File: config.mk
export PLATFORM = sky130hd
export DESIGN_NAME = alu_sequencer
export DESIGN_NICKNAME = d
export VERILOG_FILES = /design/src/rtl/alu_pkg.sv /design/src/rtl/argon_pkg.sv /design/src/rtl/alu_sequencer.sv
export SDC_FILE = /design/constraint.sdc
export NUM_CORES = 1
export LEC_CHECK = 0
export BUFFER_PORTS_ARGS = -buffer_cell sky130_fd_sc_hd__buf_4
export CORE_MARGIN = 2
export CORE_UTILIZATION = 46
export DETAILED_ROUTE_END_ITERATION = 8
export PLACE_DENSITY = 0.75
export SYNTH_ARGS = -nofsm -noshare
export SYNTH_HDL_FRONTEND = slang
export SYNTH_SLANG_ARGS = --single-unit
File: constraint.sdc
create_clock -name i_Clk -period 1.7 [get_ports i_Clk]
set_clock_uncertainty 0.1 [all_clocks]
set_input_delay 0.17 -clock i_Clk [delete_from_list [all_inputs] [get_ports i_Clk]]
set_output_delay 0.17 -clock i_Clk [all_outputs]
set_load 0.01 [all_outputs]
File: src/rtl/alu_pkg.sv
// ALU-side package: opcode encoding and the command sequencer state encoding.
package alu_pkg;

    typedef enum logic [3:0] {
        op_add = 4'd0,
        op_adc = 4'd1,
        op_sub = 4'd2,
        op_sbb = 4'd3,
        op_and = 4'd4,
        op_or  = 4'd5,
        op_xor = 4'd6,
        op_not = 4'd7
    } alu_op_t;

    typedef enum logic [2:0] {
        StIdle,
        StLatchOp,
        StLatchA,
        StLatchB,
        StLatchF,
        StReadY,
        StReadF,
        StResp
    } seq_state_t;

endpackage

File: src/rtl/argon_pkg.sv
// Shared bus package for the ALU and its command sequencer.
// Provides the data word width, the ALU bus command encoding and the bit
// positions of the flags word (carry, zero, equal, greater, less, borrow).
package argon_pkg;

    localparam int unsigned WORDSIZE = 16;
    localparam int unsigned CMD_W    = 4;

    typedef logic [WORDSIZE-1:0] word_t;

    typedef enum logic [CMD_W-1:0] {
        com_idle    = 4'd0,
        com_latchA  = 4'd1,
        com_latchB  = 4'd2,
        com_latchF  = 4'd3,
        com_latchOp = 4'd4,
        com_outputY = 4'd5,
        com_outputF = 4'd6
    } command_t;

    // Bit positions inside the flags word
    localparam int unsigned F_CARRY   = 0;
    localparam int unsigned F_ZERO    = 1;
    localparam int unsigned F_EQUAL   = 2;
    localparam int unsigned F_GREATER = 3;
    localparam int unsigned F_LESS    = 4;
    localparam int unsigned F_BORROW  = 5;

endpackage

File: src/rtl/alu_sequencer.sv
// alu_sequencer: turns one ALU operation request into the ALU bus command
// sequence (latch op/A/B/optional F, read Y, read F) and returns the captured
// result and flags words on a valid/ready response port.
//
// Ports:
//   i_Clk, i_Reset            clock, synchronous active-high reset
//   i_req_valid/o_req_ready   request handshake (ready only while idle)
//   i_req_op/a/b              opcode and operands
//   i_req_load_f/i_req_flags  optional flags preload before the reads
//   o_rsp_valid/i_rsp_ready   response handshake
//   o_rsp_result/flags/error  ALU Y word, ALU F word, read-back timeout
//   o_bus_command/valid/data  command, write strobe and write data to the ALU
//   i_bus_data/i_bus_valid    combinational ALU read-back
module alu_sequencer #(
    parameter int unsigned WORDSIZE = argon_pkg::WORDSIZE,
    parameter int unsigned CMD_W    = argon_pkg::CMD_W,
    parameter int unsigned TIMEOUT  = 8
) (
    input  logic                i_Clk,
    input  logic                i_Reset,
    input  logic                i_req_valid,
    output logic                o_req_ready,
    input  logic [3:0]          i_req_op,
    input  logic [WORDSIZE-1:0] i_req_a,
    input  logic [WORDSIZE-1:0] i_req_b,
    input  logic                i_req_load_f,
    input  logic [WORDSIZE-1:0] i_req_flags,
    output logic                o_rsp_valid,
    input  logic                i_rsp_ready,
    output logic [WORDSIZE-1:0] o_rsp_result,
    output logic [WORDSIZE-1:0] o_rsp_flags,
    output logic                o_rsp_error,
    output logic [CMD_W-1:0]    o_bus_command,
    output logic                o_bus_valid,
    output logic [WORDSIZE-1:0] o_bus_data,
    input  logic [WORDSIZE-1:0] i_bus_data,
    input  logic                i_bus_valid
);
    import argon_pkg::*;
    import alu_pkg::*;

    localparam int unsigned WAIT_W = $clog2(TIMEOUT + 1);

    seq_state_t          r_state;
    seq_state_t          w_state_next;
    logic [3:0]          r_op;
    logic [WORDSIZE-1:0] r_a;
    logic [WORDSIZE-1:0] r_b;
    logic                r_load_f;
    logic [WORDSIZE-1:0] r_flags;
    logic                r_cache_valid;
    logic [3:0]          r_cache_op;
    logic [WAIT_W-1:0]   r_wait;
    logic [WAIT_W-1:0]   w_wait_next;
    logic                w_timeout;
    logic                w_accept;
    logic [WORDSIZE-1:0] r_result;
    logic [WORDSIZE-1:0] r_rsp_flags;
    logic                r_error;
    command_t            w_cmd;
    logic                w_bus_valid;
    logic [WORDSIZE-1:0] w_bus_data;

    assign w_accept = (r_state == StIdle) && i_req_valid;

    // Next-state logic; the wait counter only survives while a read state holds.
    always_comb begin
        w_state_next = r_state;
        w_wait_next  = '0;
        w_timeout    = 1'b0;
        unique case (r_state)
            StIdle: begin
                if (i_req_valid) begin
                    // Skip the opcode latch when the ALU already holds this opcode
                    w_state_next = (r_cache_valid && (r_cache_op == i_req_op)) ? StLatchA
                                                                               : StLatchOp;
                end
            end
            StLatchOp: w_state_next = StLatchA;
            StLatchA:  w_state_next = StLatchB;
            StLatchB:  w_state_next = r_load_f ? StLatchF : StReadY;
            StLatchF:  w_state_next = StReadY;
            StReadY, StReadF: begin
                if (i_bus_valid) begin
                    w_state_next = (r_state == StReadY) ? StReadF : StResp;
                end else if (r_wait == WAIT_W'(TIMEOUT - 1)) begin
                    w_state_next = StResp;
                    w_timeout    = 1'b1;
                end else begin
                    w_wait_next = r_wait + WAIT_W'(1);
                end
            end
            StResp: begin
                if (i_rsp_ready) begin
                    w_state_next = StIdle;
                end
            end
            default: w_state_next = StIdle;
        endcase
    end

    // Bus drive decoded from the registered state
    always_comb begin
        w_cmd       = com_idle;
        w_bus_valid = 1'b0;
        w_bus_data  = '0;
        case (r_state)
            StLatchOp: begin
                w_cmd       = com_latchOp;
                w_bus_valid = 1'b1;
                w_bus_data  = WORDSIZE'(r_op);
            end
            StLatchA: begin
                w_cmd       = com_latchA;
                w_bus_valid = 1'b1;
                w_bus_data  = r_a;
            end
            StLatchB: begin
                w_cmd       = com_latchB;
                w_bus_valid = 1'b1;
                w_bus_data  = r_b;
            end
            StLatchF: begin
                w_cmd       = com_latchF;
                w_bus_valid = 1'b1;
                w_bus_data  = r_flags;
            end
            StReadY: w_cmd = com_outputY;
            StReadF: w_cmd = com_outputF;
            default: w_cmd = com_idle;
        endcase
    end

    always_ff @(posedge i_Clk) begin
        if (i_Reset) begin
            r_state       <= StIdle;
            r_op          <= '0;
            r_a           <= '0;
            r_b           <= '0;
            r_load_f      <= 1'b0;
            r_flags       <= '0;
            r_cache_valid <= 1'b0;
            r_cache_op    <= '0;
            r_wait        <= '0;
            r_result      <= '0;
            r_rsp_flags   <= '0;
            r_error       <= 1'b0;
        end else begin
            r_state <= w_state_next;
            r_wait  <= w_wait_next;
            if (w_accept) begin
                r_op     <= i_req_op;
                r_a      <= i_req_a;
                r_b      <= i_req_b;
                r_load_f <= i_req_load_f;
                r_flags  <= i_req_flags;
                r_error  <= 1'b0;
            end
            if (r_state == StLatchOp) begin
                r_cache_op    <= r_op;
                r_cache_valid <= 1'b1;
            end
            if ((r_state == StReadY) && i_bus_valid) begin
                r_result <= i_bus_data;
            end
            if ((r_state == StReadF) && i_bus_valid) begin
                r_rsp_flags <= i_bus_data;
            end
            // A missing read-back leaves the ALU state unknown, so drop the cache
            if (w_timeout) begin
                r_result      <= '0;
                r_rsp_flags   <= '0;
                r_error       <= 1'b1;
                r_cache_valid <= 1'b0;
            end
        end
    end

    assign o_req_ready   = (r_state == StIdle);
    assign o_rsp_valid   = (r_state == StResp);
    assign o_rsp_result  = r_result;
    assign o_rsp_flags   = r_rsp_flags;
    assign o_rsp_error   = r_error;
    assign o_bus_command = CMD_W'(w_cmd);
    assign o_bus_valid   = w_bus_valid;
    assign o_bus_data    = w_bus_data;

endmodule

==> run_results.csv <==
group,metric,value,unit
floorplan,die_area,9620,um2
cts,numCtsBuffers,9,
detailed_routing,first_pass_iters,5,
floorplan,start_util,0.471,
yosys,syn-cell-area,4070,um2
detailed_routing,wl_per_cell,19.6,um
critical_path,crit_type,"register to primary output",
detailed_routing,drt-initial-drc-count,244,
sta,final.setup.tns,-8.18,ns
sta,setup_ws,-0.209,ns
detailed_routing,antenna_left,0,
final_layout,nets,815,
min_path,min_to,"r_state[2]",
global_routing,grt_pass1_vias,4377,
cts,clk_pin_slew,0.09,ns
critical_path,reg2reg_depth,7,
detailed_routing,vias,4770,
global_routing,gr-usage-all-layers,0.257,
yosys,syn_inst,522,
global_routing,grt_overflow,0,
critical_path,slowest_stage,"dfxtp_4",
flow_run,max-cap-violations,0,
yosys,ys_seq_area_frac,0.482,
min_path,hold-path-cell-count,4,
pwr,cellPowerDensity,1160,nW/um2
yosys,synth-main-ff-cell,"dfxtp_1",
cts,clock-sinks,98,
global_routing,grt_start_max_net_pins,55,
critical_path,crit_start,"r_state[1]",
sta,period_minus_slack,1.91,ns
sta,drv_slew,0,
critical_path,cp_data_arrival_time,1.64,ns
place,io_buffers,128,
yosys,yosys_warnings,0,
run_status,violations,"setup timing",
pwr,max-vdd-ir-drop,0.000671,V
detailed_routing,drcViolationCount,0,
yosys,yosys_register_bits,98,
run_status,status,"finished, violations left",
sta,final_hold_viol_count,0,
cts,clk_path_buf_depth,2,
sta,rsz0062_at_grt,"true",
min_path,min_from,"i_rsp_ready",
critical_path,r2r_setup_slack,-0.19,ns
final_layout,num-fill-cells,418,
yosys,syn_avg_cell_area,7.80,um2
place,pre_cts_slack,0.0393,ns
floorplan,dieHeight,98.1,um
critical_path,worstPathCellList,"buf_6 > mux2i_1 > nor2_1 > a21oi_1 > o21ai_2 > buf_4",
pwr,p_leak,3.08,nW
detailed_routing,detail_route.vias_per_cell,5.60,
critical_path,path_max_fanout,6,
place,dp_hpwl,7.62,mm
floorplan,die_w,98.1,um
floorplan,num_rows,34,
sta,max_freq,0.524,GHz
global_routing,grt_pass1_wl,20.3,mm
yosys,synth_async_sr_flop_share,0,
critical_path,endpoint_kind,"primary output",
min_path,holdCritPathClass,"input pin to register",
detailed_routing,wirelength,16.7,mm
cts,cts_tree,"done",
final_layout,drive_above_1_share,0.461,
yosys,syn_nets,597,
sta,finalCritPeriodShare,1.12,
critical_path,cp-start-kind,"register",
floorplan,core,8640,um2
cts,clockRootBuffer,"clkbuf_8",
yosys,ys_types,39,
critical_path,worstPathRequired,1.43,ns
cts,htree_levels,3,
final_layout,antenna_cells,0,
cts,clk_latency,0.37,ns
place,gp_congestion,0.828,
critical_path,reg2reg_to,"r_a[14]",
yosys,synth_edf_count,0,
sta,setup_viol,73,
global_routing,antenna_found_initial,0,
final_layout,syn2layout_area_growth,80.6,%
critical_path,r2r_start,"r_state[0]",
floorplan,num_io_pins,130,
critical_path,critPathMaxStageDelay,0.39,ns
-- cells in the final DEF (no fill, tap or decap), drive strengths merged, types with 2 or more instances in the layout --
master,Yosys,routed
or2,2,2
nand3,3,3
xnor2,2,2
xor2,5,5
mux2i,21,21
nand2,192,192
inv,5,6
dfxtp,98,98
nor4,2,2
bufinv,0,2
dlygate4sd3,0,70
clkinv,0,2
nor2,20,20
nand2b,3,3
nor2b,2,2
buf,19,168
o21ai,17,17
clkbuf,20,17
and3,4,4
a21oi,92,92
-- critical path: cells and delay by family, from the launching register on --
family          cells  cell delay (ns)
compound gates      2             0.31
buf+inv             2             0.30
flops               1             0.39
mux                 1             0.20
simple gates        1             0.07
-- worst max path at each step --
stage                  endpoint  slack, ns  depth (start not counted)
2_1_floorplan    o_bus_data[10]       0.03                          6
3_3_place_gp   o_rsp_result[11]        0.1                          6
3_5_place_dp     o_rsp_flags[5]       0.04                          6
4_1_cts           o_bus_data[1]      -0.08                          6
5_1_grt           o_bus_data[0]      -0.27                          6
6_report          o_bus_data[1]      -0.21                          6
-- per-stage QoR --
| step | power (mW) | utilization | instances | cell area (um2) | hold slack [ns] |
|---|---|---|---|---|---|
| 5_1_grt | 8.79 | 0.851 | 852 | 7350 | 0.0462 |
| 6_report | 8.52 | 0.851 | 852 | 7350 | 0.0473 |
| 3_3_place_gp | 4.79 | 0.606 | 746 | 5240 | 0.318 |
| 2_1_floorplan | 4.02 | - | 522 | 4070 | 0.203 |
| 3_5_place_dp | 4.83 | 0.606 | 746 | 5240 | 0.326 |
| 4_1_cts | 6.99 | 0.743 | 841 | 6420 | 0.00130 |
-- metal layers --
metal / wire length, um / part of all wire / global-route usage
met5: 0 / 0 / 0
met4: 903 / 0.054 / 0.0812
met3: 1260 / 0.075 / 0.0429
met2: 8370 / 0.50 / 0.465
met1: 6150 / 0.37 / 0.311
-- repair_timing --
| item | in CTS | in global routing |
|---|---|---|
| buffers inserted | 8 | 1 |
| hold buffers | 70 | 0 |
| setup endpoints to repair | 19 | 107 |
| gates resized for setup | 62 | 177 |
| endpoints found under the hold margin | 89 | 0 |
| cloned | 2 | 10 |
| pin swaps | 8 | 95 |
-- flip-flops by register name (all words and copies together), names as in the netlist --
signal         flops
r_b               16
r_load_f           1
r_flags           16
r_a               16
r_op               4
r_wait             4
o_rsp_result      16
r_cache_valid      1
r_cache_op         4
o_rsp_error        1
o_rsp_flags       16
r_state            3
-- cell families (layout without fill, tap and decap cells) --
| logic type | Yosys count | after routing | share of synthesized area |
|---|---|---|---|
| AO/OA/AOI/OAI | 115 | 115 | 0.148 |
| XOR/XNOR | 7 | 7 | 0.0151 |
| adder cells (fa/ha/maj) | 1 | 1 | 0.00307 |
| buffers and inverters | 44 | 266 | 0.0630 |
| flip-flops | 98 | 98 | 0.482 |
| multiplexers | 21 | 21 | 0.0516 |
| other | 1 | 1 | 0.000921 |
| AND/OR/NAND/NOR | 235 | 235 | 0.237 |
-- power breakdown --
| part | switching, mW | internal [mW] | total (mW) |
|---|---|---|---|
| registers | 0.246 | 2.57 | 2.82 |
| clock network | 0.864 | 0.827 | 1.69 |
| logic | 2.04 | 1.97 | 4.00 |
| total | 3.15 | 5.37 | 8.52 |
-- cells in the mapped netlist (2+ instances only) --
cell | instances | area share
clkbuf_2 | 2 | 0.0025
a21oi_2 | 2 | 0.0043
or2_2 | 2 | 0.0031
o21ai_0 | 17 | 0.021
nand2_1 | 192 | 0.18
dfxtp_1 | 98 | 0.48
a21oi_1 | 90 | 0.11
buf_6 | 10 | 0.028
nand3_1 | 3 | 0.0037
inv_1 | 4 | 0.0037
nor2b_1 | 2 | 0.0031
nand2b_1 | 3 | 0.0046
clkbuf_1 | 18 | 0.017
mux2i_1 | 21 | 0.052
xnor2_1 | 2 | 0.0043
nor2_1 | 19 | 0.018
buf_2 | 8 | 0.0098
xor2_1 | 5 | 0.011
and3_1 | 4 | 0.0061
-- area by class of cell --
type / instances / area, um2 / area share
multi-input cells: 380 / 2630 / 0.358
repair buffers: 246 / 2380 / 0.324
flip-flops and latches: 98 / 1970 / 0.268
well taps: 108 / 135 / 0.0184
clock buffers: 9 / 124 / 0.0168
clock inverters: 6 / 90.1 / 0.0123
inverters: 5 / 21.3 / 0.00289
Power figures use the tool's default switching activity.
